$ cat config.mk
export PLATFORM = sky130hd
export DESIGN_NAME = door_operator
export DESIGN_NICKNAME = d
export VERILOG_FILES = /design/src/rtl/door_operator.sv
export SDC_FILE = /design/constraint.sdc
export NUM_CORES = 1
export LEC_CHECK = 0
export ABC_AREA = 1
export CORE_MARGIN = 2
export CORE_UTILIZATION = 59
export CTS_CLUSTER_DIAMETER = 200
export DETAILED_ROUTE_END_ITERATION = 16
export PLACE_DENSITY = 0.91
export SYNTH_ARGS = -nofsm -noshare
export SYNTH_HDL_FRONTEND = slang
export SYNTH_SLANG_ARGS = --single-unit
$ cat constraint.sdc
create_clock -name clk -period 4.1 [get_ports clk]
set_input_delay 0.41 -clock clk [delete_from_list [all_inputs] [get_ports clk]]
set_output_delay 0.41 -clock clk [all_outputs]
set_load 0.02 [all_outputs]
$ cat src/rtl/door_operator.sv
// door_operator -- elevator car door controller.
//
// Moore FSM (CLOSED, OPENING, OPEN_DWELL, CLOSING, FAULT). The motor commands,
// the move interlock and the fault flag are all decoded from the state register.
//
// Ports:
//   clk               rising-edge clock
//   reset             asynchronous, active-high; forces CLOSED, counters 0
//   door_open_req     open command from the elevator controller
//   motor_active      car is moving (motor_up | motor_down)
//   emergency         emergency indication; holds the door open
//   open_limit        door fully-open switch
//   closed_limit      door fully-closed switch
//   obstruction       light curtain broken
//   door_motor_open   drive the door toward open   (state == OPENING)
//   door_motor_close  drive the door toward closed (state == CLOSING)
//   door_closed_ok    car may move                 (state == CLOSED)
//   door_fault        fault latched                (state == FAULT)
//   state             3-bit state encoding for debug
//
// Timing: OPEN_DWELL lasts exactly DWELL_CYCLES cycles once the hold inputs
// drop, and OPENING/CLOSING fault after exactly TRAVEL_TIMEOUT cycles. Both
// counters therefore take their decision from the value the counter will hold
// after the current cycle is counted (dwell_dec / travel_inc).
module door_operator #(
    parameter int DWELL_CYCLES   = 16,
    parameter int TRAVEL_TIMEOUT = 64,
    parameter int REOPEN_LIMIT   = 3
) (
    input  logic       clk,
    input  logic       reset,
    input  logic       door_open_req,
    input  logic       motor_active,
    input  logic       emergency,
    input  logic       open_limit,
    input  logic       closed_limit,
    input  logic       obstruction,
    output logic       door_motor_open,
    output logic       door_motor_close,
    output logic       door_closed_ok,
    output logic       door_fault,
    output logic [2:0] state
);

    localparam logic [2:0] S_CLOSED     = 3'd0;
    localparam logic [2:0] S_OPENING    = 3'd1;
    localparam logic [2:0] S_OPEN_DWELL = 3'd2;
    localparam logic [2:0] S_CLOSING    = 3'd3;
    localparam logic [2:0] S_FAULT      = 3'd4;

    // Counter widths, kept at least 1 bit so degenerate parameters still build.
    localparam int DW_RAW = $clog2(DWELL_CYCLES + 1);
    localparam int TW_RAW = $clog2(TRAVEL_TIMEOUT + 1);
    localparam int RW_RAW = $clog2(REOPEN_LIMIT + 1);
    localparam int DW = (DW_RAW > 0) ? DW_RAW : 1;
    localparam int TW = (TW_RAW > 0) ? TW_RAW : 1;
    localparam int RW = (RW_RAW > 0) ? RW_RAW : 1;

    localparam logic [DW-1:0] DWELL_LD   = DW'(DWELL_CYCLES);
    localparam logic [DW-1:0] DWELL_ONE  = DW'(1);
    localparam logic [TW-1:0] TRAVEL_MAX = TW'(TRAVEL_TIMEOUT);
    localparam logic [TW-1:0] TRAVEL_ONE = TW'(1);
    localparam logic [RW-1:0] REOPEN_MAX = RW'(REOPEN_LIMIT);
    localparam logic [RW-1:0] REOPEN_ONE = RW'(1);

    logic [2:0]    state_q, state_d;
    logic [DW-1:0] dwell_q, dwell_d, dwell_dec;
    logic [TW-1:0] travel_q, travel_d, travel_inc;
    logic [RW-1:0] reopen_q, reopen_d, reopen_inc;
    logic          travel_hit;
    logic          dwell_hold;

    always_comb begin
        // Saturating arithmetic: no counter is ever allowed to wrap.
        dwell_dec  = (dwell_q == '0) ? '0 : dwell_q - DWELL_ONE;
        travel_inc = (travel_q == TRAVEL_MAX) ? TRAVEL_MAX : travel_q + TRAVEL_ONE;
        reopen_inc = (reopen_q == REOPEN_MAX) ? REOPEN_MAX : reopen_q + REOPEN_ONE;
        travel_hit = (travel_inc == TRAVEL_MAX);
        dwell_hold = door_open_req | emergency | obstruction;

        state_d  = state_q;
        reopen_d = reopen_q;

        if (state_q != S_FAULT && open_limit && closed_limit) begin
            // Both limit switches at once means a broken sensor.
            state_d = S_FAULT;
        end else if (state_q != S_FAULT && state_q != S_CLOSED &&
                     door_open_req && motor_active) begin
            // Controller asking for an open while the car moves and the door
            // is not shut: interlock violation.
            state_d = S_FAULT;
        end else begin
            case (state_q)
                S_CLOSED: begin
                    if (door_open_req && !motor_active)
                        state_d = S_OPENING;
                    else if (!closed_limit && !door_open_req)
                        state_d = S_CLOSING;   // door drifted open: re-close
                end
                S_OPENING: begin
                    if (open_limit)
                        state_d = S_OPEN_DWELL;
                    else if (travel_hit)
                        state_d = S_FAULT;
                end
                S_OPEN_DWELL: begin
                    if (!dwell_hold && dwell_dec == '0)
                        state_d = S_CLOSING;
                end
                S_CLOSING: begin
                    if (closed_limit) begin
                        state_d  = S_CLOSED;
                        reopen_d = '0;
                    end else if (obstruction) begin
                        reopen_d = reopen_inc;
                        state_d  = (reopen_inc == REOPEN_MAX) ? S_FAULT : S_OPENING;
                    end else if (door_open_req || emergency) begin
                        state_d = S_OPENING;
                    end else if (travel_hit) begin
                        state_d = S_FAULT;
                    end
                end
                S_FAULT: state_d = S_FAULT;
                default: state_d = S_FAULT;   // illegal encoding
            endcase
        end

        // Travel counter restarts on every state change, so it is zero on
        // the first cycle of OPENING or CLOSING.
        if (state_d != state_q)
            travel_d = '0;
        else if (state_q == S_OPENING || state_q == S_CLOSING)
            travel_d = travel_inc;
        else
            travel_d = travel_q;

        if (state_d == S_OPEN_DWELL && state_q != S_OPEN_DWELL)
            dwell_d = DWELL_LD;
        else if (state_q == S_OPEN_DWELL)
            dwell_d = dwell_hold ? DWELL_LD : dwell_dec;
        else
            dwell_d = dwell_q;
    end

    always_ff @(posedge clk or posedge reset) begin
        if (reset) begin
            state_q  <= S_CLOSED;
            dwell_q  <= '0;
            travel_q <= '0;
            reopen_q <= '0;
        end else begin
            state_q  <= state_d;
            dwell_q  <= dwell_d;
            travel_q <= travel_d;
            reopen_q <= reopen_d;
        end
    end

    assign door_motor_open  = (state_q == S_OPENING);
    assign door_motor_close = (state_q == S_CLOSING);
    assign door_closed_ok   = (state_q == S_CLOSED);
    assign door_fault       = (state_q == S_FAULT);
    assign state            = state_q;

endmodule

* Word level (Yosys, flattened, before mapping) *
Cells that the tools add are included.

storage, ports and cells
  flip-flop bits (word level) = 17
  output and inout port bits = 7
  word-level logic and storage cells = 68
  input bits = 8

cells by class
  equality and inequality tests = 12
  add/sub/neg operators = 3
  multiplexer cells = 22
  bitwise gates (word level) = 4
  reductions and logical operators = 23

operator list
  operator                                                count
  two-way mux 3 bit                                       11
  two-way mux 7 bit                                       3
  two-way mux 5 bit                                       4
  == test 7 bit (second input constant)                   2
  one-hot mux 3 bit (4 select lines)                      1
  zero test 5 bit                                         2
  == test 3 x 2 -> 1 bit (second input constant)          3
  logical AND 1 bit                                       9
  adder 7 x 1 -> 7 bit (second input constant)            1
  two-way mux 2 bit                                       3
  nonzero test 2 bit                                      3
  subtractor 5 x 1 -> 5 bit (second input constant)       1
  == test 2 bit (second input constant)                   2
  zero test 1 bit                                         4
  AND reduction 4 bit                                     1
  == test 3 x 1 -> 1 bit (second input constant)          1
  == test 3 bit (second input constant)                   1
  zero test 3 bit                                         1
  inequality test 3 x 2 -> 1 bit (second input constant)  1
  inequality test 3 bit                                   1
  inequality test 3 bit (second input constant)           1
  nonzero test 3 bit                                      1
  adder 2 x 1 -> 2 bit (second input constant)            1
  logical OR 1 bit                                        2
  2 further kinds                                         4

* Logic depth before layout (Yosys ltp) *
  depth in word-level cells = 13
  gate-level depth with buffers = 17

* Least setup slack after synthesis *
Ideal clock, no wire load.

  path kind = reg2reg
  from = reg state_q[2], in the netlist state[2]
  to = reg travel_q[1]
  setup time = 121 ps
  path slack = 2,214 ps
  arrival = 1,765 ps
  period minus slack after synthesis = 1,886 ps
  stages on the path, launching flop included = 15
  required time = 3,979 ps
  path through = dfrtp_1 > inv_1 > nand2_1 > nor2_2 > nand2_1 > nor2_1 > a21oi_1 > nand2_1 > inv_1 > nand2_2 > nand2_2 > nand2_1 > nand2_2 > nand3_4 > nor2_1

RTL lines
  item                                                     RTL line  text
  from (decl)                                              66        logic [2:0] state_q, state_d;
  from (signal assigned)                                   152       state_q <= state_d;
  == test 3 x 2 -> 1 bit *                                 -
  net door_motor_close                                     39        output logic door_motor_close,
  one-hot mux 3 bit (4 select lines)                       93        case (state_q)
  two-way mux 3 bit                                        87        end else if (state_q != S_FAULT && state_q != S_CLOSED &&
  two-way mux 3 bit                                        84        if (state_q != S_FAULT && open_limit && closed_limit) begin
  inequality test 3 bit                                    130       if (state_d != state_q)
  two-way mux 7 bit or nonzero test 2 bit (tied branches)  -
  to (signal assigned)                                     154       travel_q <= travel_d;
  to (decl)                                                68        logic [TW-1:0] travel_q, travel_d, travel_inc;

Mark *: on every way through the listed nets, which the timed path passes. The rest lies on a longest branch.
A chain may end at the register's enable or synchronous reset.

* Worst setup path in the final report *
  from = reg state_q[2], in the netlist state[2]
  to = out door_motor_open

between the ends
  word-level cells in the longest chain between the ends = 1

ends and longest elaborated chain
  item                    RTL line  text
  == test 3 x 1 -> 1 bit  159       assign door_motor_open = (state_q == S_OPENING);
  to (decl)               38        output logic door_motor_open,

Every way passes these cells.

==> results.sh <==
export IMPL_ys_warn_count=0
export IMPL_layout_commonest_cell="nand2_1"
export IMPL_worstSetupStartpointType="flip-flop"
export IMPL_core_sq_mm=0.00198
export IMPL_total_power_w=0.000406
export IMPL_mostFrequentLayoutCells="49 x nand2_1, 35 x inv_1, 28 x nor2_1"
export IMPL_syn_avg_cell_area_sq_um=6.38
export IMPL_slew_headroom=0.588
export IMPL_seq_area_frac_synth=0.342
export IMPL_power_density_mw_per_mm2=283
export IMPL_final_util=0.725
export IMPL_clock_skew_ns=0.00670
export IMPL_synth_seq_cells=17
export IMPL_crit_start="state[2]$_DFF_PP0_"
export IMPL_cts_setup_buffers=0
export IMPL_gr_usage_all_layers=0.246
export IMPL_worstSkewPairLatency_ns=0.29
export IMPL_cp_max_fo=11
export IMPL_final_cell_area_sq_mm=0.00144
export IMPL_synth_nets=206
export IMPL_drtAntennaViolNets=0
export IMPL_clock_sinks=17
export IMPL_r2r_start="state[2]$_DFF_PP0_"
export IMPL_status="finished clean"
export IMPL_cts_tree="done"
export IMPL_drc=0
export IMPL_ir_drop_v=0.000259
export IMPL_layout_drive_gt1_share=0.0943
export IMPL_worstSetupEndpoint="door_motor_open"
export IMPL_yosys_cell_types_count=20
export IMPL_syn2layout_area_growth_pct=15.4
export IMPL_rsz0062_at_grt="false"
export IMPL_grt_pass1_vias=1208
export IMPL_row_count=16
export IMPL_start_util=0.628
export IMPL_dp_hpwl_mm=2.25
export IMPL_cp_required_ns=3.69
export IMPL_critPathArrivalTime_ns=2.19
export IMPL_grt_max_degree=18
export IMPL_die_x_um=49.9
export IMPL_setup_viol=0
export IMPL_drt_initial_drc_count=28
export IMPL_clk_pin_slew_ns=0.10
export IMPL_final_max_slew_viol_count=0
export IMPL_drt_total_wl_mm=2.69
export IMPL_cts_buffer_depth=2
export IMPL_power_leakage_nw=0.745
export IMPL_hold_viol=0
export IMPL_port_buffers=14
export IMPL_h_tree_depth=1
export IMPL_finalHoldWorstSlack_ns=0.486
export IMPL_dpl_cell_area_sq_mm=0.00141
export IMPL_yosysTopAreaCell="dfrtp_1"
export IMPL_cts_hold_buf=0
export IMPL_antenna_found_initial=0
export IMPL_cts_resized=0
export IMPL_r2r_cells=12
export IMPL_maxCapViolCount=0
export IMPL_dr_pass1_iters=4
export IMPL_cts_root_buffer="clkbuf_4"
export IMPL_antenna_cells=0
export IMPL_syn_area_sq_mm=0.00124
export IMPL_via_count=1256
export IMPL_final_nets=224
export IMPL_tightestPinTransition_ns=0.618
export IMPL_fin_crit_ns=2.60
export IMPL_synth_area_leaders="dfrtp_1 34%, nand2_1 15%, inv_1 11%"
export IMPL_viasPerCell=5.26
export IMPL_cp_end_kind="output pin"
export IMPL_max_freq_mhz=385
export IMPL_die_h_um=49.9
export IMPL_hold_path_class="in2async"
export IMPL_setup_tns_final_ns=0
export IMPL_numCtsBuffers=3
export IMPL_grt_pass1_wl_mm=4.73
export IMPL_r2r_end="travel_q[5]$_DFFE_PP0P_"
export IMPL_worstSetupPathType="reg2out"
export IMPL_gp_congestion=0.994
export IMPL_die_area_sq_mm=0.00249
export IMPL_finalCritPeriodShare=0.633
export IMPL_rrSetupSlack_ns=2.04
export IMPL_design_portCount=15
export IMPL_netlist_area_leader_share=0.342
export IMPL_overflow=0
export IMPL_syn_inst=195
export IMPL_detail_route_wl_per_cell_um=11.2
-- synth_stat cells (all sizes together) --
master       count
inv             36
a21oi            2
nor2            34
ha               3
nor3             2
nand3           20
o21ai           18
o21a             1
nand4            2
o21bai           1
dlygate4sd1      1
nand2           57
dfrtp           17
o22ai            1
-- kinds of logic after synthesis --
| kind of cell | synth area share |
|---|---|
| AO/OA/AOI/OAI | 0.0975 |
| adder cells (fa/ha/maj) | 0.0302 |
| buffers and inverters | 0.116 |
| flip-flops | 0.342 |
| AND/OR/NAND/NOR | 0.415 |
-- through the flow --
step / cells / setup slack (ns)
6_report: 239 / 1.50
5_1_grt: 239 / 1.33
4_1_cts: 239 / 1.51
3_5_place_dp: 235 / 1.84
3_3_place_gp: 235 / 1.87
2_1_floorplan: 195 / 2.21
-- cell type report --
class | count | area (sq um)
flip-flops and latches | 17 | 425
clock buffers | 4 | 26.3
multi-input cells | 141 | 676
fillers | 153 | 546
repair buffers | 14 | 140
inverters | 36 | 135
well taps | 27 | 33.8
-- routing by layer --
layer,track usage,part of all wire,vias to the layer above
met2,0.422,0.51,26
met1,0.294,0.44,580
met3,0.0212,0.025,8
li1,-,-,642
met4,0.153,0.028,0
met5,0,0,-
-- registers in the layout (all words and copies together), names as in the netlist --
name and count:
state 3, dwell_q 5, travel_q 7, reopen_q 2
-- critical path: stages, from the launching register on --
cell and delay, ns:
dfrtp_1 0.43, inv_1 0.16, nand2_1 0.19, inv_1 0.26, nand2_1 0.15, inv_1 0.10, clkdlybuf4s50_1 0.60
-- worst min-delay path by stage --
stage               slack (ns)                      end  cells past startpoint                     from
finish                    0.49  travel_q[5]$_DFFE_PP0P_                      2                    reset
global route              0.57  travel_q[5]$_DFFE_PP0P_                      2                    reset
CTS                       0.51  travel_q[5]$_DFFE_PP0P_                      2                    reset
detailed placement        0.50  reopen_q[0]$_DFFE_PP0P_                      2  reopen_q[0]$_DFFE_PP0P_
global placement          0.47  reopen_q[0]$_DFFE_PP0P_                      2  reopen_q[0]$_DFFE_PP0P_
floorplan                 0.34   dwell_q[0]$_DFFE_PP0P_                      1                    reset
-- where the power goes --
group          internal (W)  switching [W]
Sequential         0.000180      0.0000129
Combinational     0.0000491      0.0000771
Clock             0.0000378      0.0000496
Total              0.000267       0.000140
Note: power is estimated with default switching activity, not from simulation.
